===== src/rtl/median_burst_tx.sv =====
// median_burst_tx: FIFO-buffered transmitter emitting BURST_LEN-word bursts, each followed by GAP_LEN zeroed idle cycles.
// Define MEDIAN_TX_TIMEOUT_EN to flush a partial burst after IDLE_TIMEOUT idle cycles.
module median_burst_tx #(
  parameter int WORD_LEN     = 8,
  parameter int FIFO_DEPTH   = 16,
  parameter int BURST_LEN    = 4,
  parameter int GAP_LEN      = 8,
  parameter int IDLE_TIMEOUT = 64
) (
  input  logic                clk,
  input  logic                rst,
  input  logic [WORD_LEN-1:0] in_dat,
  input  logic                in_val,
  output logic                in_rdy,
  output logic [WORD_LEN-1:0] dat_o,
  output logic                val_o,
  output logic                busy
);

  localparam int PW = $clog2(FIFO_DEPTH);
  localparam int CW = $clog2(FIFO_DEPTH + 1);
  localparam int BW = $clog2(BURST_LEN + 1);
  localparam int GW = $clog2(GAP_LEN + 1);

  localparam logic [1:0] IDLE = 2'd0;
  localparam logic [1:0] SEND = 2'd1;
  localparam logic [1:0] GAP  = 2'd2;

  // An illegal parameter set keeps the input closed instead of corrupting the FIFO.
  localparam bit CFG_OK = (FIFO_DEPTH >= BURST_LEN) && (BURST_LEN >= 1) &&
                          (GAP_LEN >= 1) && (IDLE_TIMEOUT >= 1);

  logic [1:0]          state;
  logic [WORD_LEN-1:0] mem [FIFO_DEPTH];
  logic [PW-1:0]       wr_ptr;
  logic [PW-1:0]       rd_ptr;
  logic [CW-1:0]       count;
  logic [BW-1:0]       burst_cnt;
  logic [GW-1:0]       gap_cnt;
  logic [BW-1:0]       load_cnt;
  logic                push;
  logic                pop;
  logic                start;

  // Upstream handshake: a word transfers on a rising edge where in_val && in_rdy;
  // in_val is ignored while in_rdy is low, and in_rdy does not depend on in_val.
  assign in_rdy = CFG_OK && !rst && (count < CW'(FIFO_DEPTH));
  assign push   = in_val && in_rdy;
  assign pop    = start || ((state == SEND) && (burst_cnt != '0));

`ifdef MEDIAN_TX_TIMEOUT_EN
  localparam int TW = $clog2(IDLE_TIMEOUT + 1);

  logic [TW-1:0] idle_cnt;
  logic          timed_out;

  assign timed_out = (state == IDLE) && (count != '0) && (idle_cnt == TW'(IDLE_TIMEOUT));
  assign start     = (state == IDLE) && ((count >= CW'(BURST_LEN)) || timed_out);
  assign load_cnt  = (count >= CW'(BURST_LEN)) ? BW'(BURST_LEN - 1) : BW'(count - 1'b1);

  always_ff @(posedge clk or posedge rst) begin
    if (rst) begin
      idle_cnt <= '0;
    end else if ((state == IDLE) && (count != '0) && (count < CW'(BURST_LEN)) &&
                 !push && !timed_out) begin
      idle_cnt <= idle_cnt + 1'b1;
    end else begin
      idle_cnt <= '0;
    end
  end
`else
  assign start    = (state == IDLE) && (count >= CW'(BURST_LEN));
  assign load_cnt = BW'(BURST_LEN - 1);
`endif

  always_ff @(posedge clk or posedge rst) begin
    if (rst) begin
      wr_ptr <= '0;
      rd_ptr <= '0;
      count  <= '0;
    end else begin
      if (push) wr_ptr <= wr_ptr + 1'b1;
      if (pop)  rd_ptr <= rd_ptr + 1'b1;
      case ({push, pop})
        2'b10:   count <= count + 1'b1;
        2'b01:   count <= count - 1'b1;
        default: count <= count;
      endcase
    end
  end

  // Storage needs no reset; stale entries are never read because count gates every pop.
  always_ff @(posedge clk) begin
    if (push) mem[wr_ptr] <= in_dat;
  end

  // burst_cnt holds the words still to pop after the one currently on dat_o.
  always_ff @(posedge clk or posedge rst) begin
    if (rst) begin
      state     <= IDLE;
      burst_cnt <= '0;
      gap_cnt   <= '0;
      dat_o     <= '0;
      val_o     <= 1'b0;
      busy      <= 1'b0;
    end else begin
      case (state)
        IDLE: begin
          if (start) begin
            state     <= SEND;
            burst_cnt <= load_cnt;
            dat_o     <= mem[rd_ptr];
            val_o     <= 1'b1;
            busy      <= 1'b1;
          end
        end
        SEND: begin
          if (burst_cnt != '0) begin
            burst_cnt <= burst_cnt - 1'b1;
            dat_o     <= mem[rd_ptr];
            val_o     <= 1'b1;
          end else begin
            state   <= GAP;
            gap_cnt <= GW'(GAP_LEN - 1);
            dat_o   <= '0;
            val_o   <= 1'b0;
          end
        end
        GAP: begin
          if (gap_cnt == '0) begin
            state <= IDLE;
            busy  <= 1'b0;
          end else begin
            gap_cnt <= gap_cnt - 1'b1;
          end
        end
        default: begin
          state <= IDLE;
          dat_o <= '0;
          val_o <= 1'b0;
          busy  <= 1'b0;
        end
      endcase
    end
  end

endmodule


===== config.mk =====
export PLATFORM = sky130hd
export DESIGN_NAME = median_burst_tx
export DESIGN_NICKNAME = d
export VERILOG_FILES = /design/src/rtl/median_burst_tx.sv
export SDC_FILE = /design/constraint.sdc
export NUM_CORES = 1
export LEC_CHECK = 0
export ABC_AREA = 1
export CAP_MARGIN = 10
export CORE_MARGIN = 1
export CORE_UTILIZATION = 55
export CTS_CLUSTER_DIAMETER = 40
export DETAILED_ROUTE_END_ITERATION = 6
export GPL_TIMING_DRIVEN = 0
export HOLD_SLACK_MARGIN = 0.05
export PLACE_DENSITY = 0.79
export SYNTH_ARGS = -nofsm -noshare
export SYNTH_HDL_FRONTEND = slang
export SYNTH_SLANG_ARGS = --single-unit

===== constraint.sdc =====
create_clock -name clk -period 4.5 [get_ports clk]
set_input_delay 0.9 -clock clk [delete_from_list [all_inputs] [get_ports clk]]
set_output_delay 0.9 -clock clk [all_outputs]
set_load 0.02 [all_outputs]

==> out/results.txt <==
Core area - 12600 um^2
WL/cell - 17.5 um
Hold buffers post-CTS - 0
Synth Instances - 713
H-tree depth - 4
Cell mode on critical path - clkdlybuf4s50_1
Number of max-cap violations - 0
Seq/Total Area, Yosys - 65.3%
Post-route DRC - 0
Met3 WL - 1160 um
Most common cell in the synthesized netlist - nand2_1
Min-delay worst type - reg2reg
Type of the worst setup path - in2out
Antenna diode count - 0
DR top layer - met4
Switch Pwr - 0.00208 W
DP Area - 7530 um^2
All-layer global routing usage - 26.9%
Setup crit end kind - primary output
Synth area leader - edfxtp_1
Clock transition at path regs - 0.06 ns
Fmax - 334 MHz
Clock share of power - 26.8%
Area contributors post-synth - edfxtp_1, nand2_1, dfrtp_1
Final setup viols - 0
Worst path arrival time - 2.10 ns
Internal - 0.00341 W
Worst skew pair latency - 0.43 ns
Syn_area_per_cell - 9.97 um^2
Longest Clk Path Bufs - 2
Fin. max-slew vios - 0
CTS tree - done
Die Width - 116 um
Max-slew headroom - 35.1%
Root Buffer Master - clkbuf_16
Num CTS Buffers - 17
Via Count - 4984
Setup TNS - 0 ns
Synth Flop Type - edfxtp_1
Worst Tran Pin Value - 0.969 ns
Synthesized Nets - 737
Fin crit share - 66.6%
Design area - 8180 um^2
ANT nets after route - 0
LEAKAGE - 3.67 nW
Flip-flop and latch count after synthesis - 160
Worst Path Buf+Inv - 2
Sw frac - 37.8%
Area fraction of the dominant cell type after synthesis - 54.1%
Crit path cell chain - clkdlybuf4s50_1 -> nor2_1 -> clkdlybuf4s50_1
Required @ worst endpoint - 3.60 ns
Peak VDD IR - 0.000410 V
Area delta synth->final - 15.0%
DIE AREA - 13400 um^2
1st-iter DRT viols - 515
Number of flops mapped to enable cells by yosys - 128
Die height - 116 um
Vias in the first global route - 4915
Crit-path slowest cell - clkdlybuf4s50_1
RSZ-0062 raised after global routing - false
Status - completed
Share of layout cells above drive strength 1 - 7.41%
Final HPWL DP - 11000 um
Synthesized cell area - 7110 um^2
Crit-path leading delay family - buffers and inverters
DR WL met2 - 8000 um
Largest net degree at the start of global routing - 33
Distinct cells, synth - 26
Power Density - 671 nW/um^2
Vias/cell - 5.30
Total wire length - 16400 um
Post-cts sizing count - 0
Max FO, Critical Path - 2
CTS Sinks - 160
Final #Nets - 780
Crit-path max cell delay - 0.62 ns
Comb pwr share - 38.5%
Final worst path period need - 3.00 ns
Async set-reset flop share out of synthesis - 20.0%
WL met1 - 6700 um
Seq pwr share - 34.7%
Startpoint Class - primary input
First-pass GRT wire length - 25200 um
Total grt overflow - 0
Initial antenna violation count - 0
Top cells by count, synth - nand2_1, edfxtp_1, inv_1
Setup bufs post-CTS - 0
Ports - 22
Routability cong. - 0.902
Fin Clk Skew - 0.00359 ns
Port Buffers - 21
Yosys Warn Count - 0
Row Count - 41
Fin. Hold Viols - 0
R2R Setup Slk - 1.97 ns
Initial Util - 56.3%
Pre-antenna DRT Iters - 6
## power groups by stage
stage	Clock, W	Sequential, W	Combinational, W
global route	0.00155	0.00192	0.00232
finish	0.00147	0.00190	0.00211
detailed placement	0	0.00193	0.00205
global placement	0	0.00192	0.00195
CTS	0.00148	0.00190	0.00208
floorplan	0	0.00196	0.00136
## per-layer routing
layer / track usage (%) / vias up
li1: - / 2364
met1: 34.3 / 2378
met2: 43.3 / 199
met3: 5.75 / 43
met4: 14.9 / 0
met5: 0 / -
## path summary, 6_finish.rpt
path	start	end	cells past startpoint
max in group asynchronous	rst	dat_o[0]$_DFFE_PP0P_	3
hold reg to reg	busy$_DFFE_PP0P_	busy$_DFFE_PP0P_	2
setup reg to reg	burst_cnt[0]$_DFFE_PP0P_	count[4]$_DFFE_PP0P_	16
setup / recovery	rst	in_rdy	3
hold / removal	busy$_DFFE_PP0P_	busy$_DFFE_PP0P_	2
min in group asynchronous	rst	burst_cnt[1]$_DFFE_PP0P_	2
## logic make-up (layout without fill, tap and decap cells)
logic type      after synthesis  count (layout)  synth area share [%]
simple gates                359             359                  20.9
flops                       160             160                  65.3
buf+inv                     155             211                  8.87
compound gates               16              16                  1.28
fa+ha+maj                    13              13                  2.39
xor+xnor                     10              10                  1.23
## worst register-to-register path, cell delays in order, from the launching register on
cell and delay, ns:
dfrtp_1 0.34, inv_1 0.07, ha_1 0.20, ha_1 0.19, inv_1 0.06, nand2_1 0.10
nand2_1 0.12, ha_1 0.30, inv_1 0.09, fa_1 0.40, inv_1 0.07, nand2_1 0.06
nand2_1 0.06, a21oi_1 0.07, xor2_1 0.16, nand2_1 0.08, nand2_1 0.06
## state kept, by name, indices dropped and copies added, names as in the netlist
| register | cells |
|---|---|
| count | 5 |
| gap_cnt | 4 |
| rd_ptr | 4 |
| mem | 128 |
| busy | 1 |
| val_o | 1 |
| wr_ptr | 4 |
| dat_o | 8 |
| burst_cnt | 3 |
| state | 2 |
## cell type report
cell class	instances	area, um^2
plain buffers	25	143
clock buffers	19	433
clock inverters	13	169
fillers	998	4440
inverters	130	488
multi-input cells	398	1830
flip-flops and latches	160	4640
well taps	172	215
repair buffers	24	250
## cells in the final DEF, fill, tap and decap left out
cell type        Yosys  final
clkdlybuf4s50_1      0     21
clkbuf_1             3      5
o31ai_1              1      1
clkinvlp_4           0      2
clkbuf_4             0      1
a31oi_1              3      3
ha_1                12     12
dfrtp_1             32     32
nor3_1               3      3
nand4_1              2      2
buf_16               0      1
nor2_1              24     24
nor2_2               1      1
buf_1                1      1
xor2_1               8      8
edfxtp_1           128    128
clkinv_2             0      6
inv_2                1      1
o21ai_0              6      6
fa_1                 1      1
a21o_1               1      1
o21bai_1             1      1
clkinv_1             3      5
nand2_1            230    230
nand2_2              2      2
bufinv_16            0      4
a21oi_1              4      4
xnor2_1              2      2
buf_2               12     13
buf_4                9      9
clkbuf_16            0     17
inv_1              126    125
nand3_1             97     97
## through the flow
step	total power, W	hold slack [ns]	util (%)	setup WS (ns)	cells
final	0.00549	0.475	64.8	1.50	941
after global routing	0.00579	0.505	64.8	1.46	941
after CTS	0.00546	0.481	64.5	1.51	938
after detailed placement	0.00398	0.467	59.7	1.36	906
after global placement	0.00387	0.459	59.7	1.45	906
after floorplan	0.00331	0.452	-	1.90	713
No activity file was read; power rests on OpenSTA's default activity.
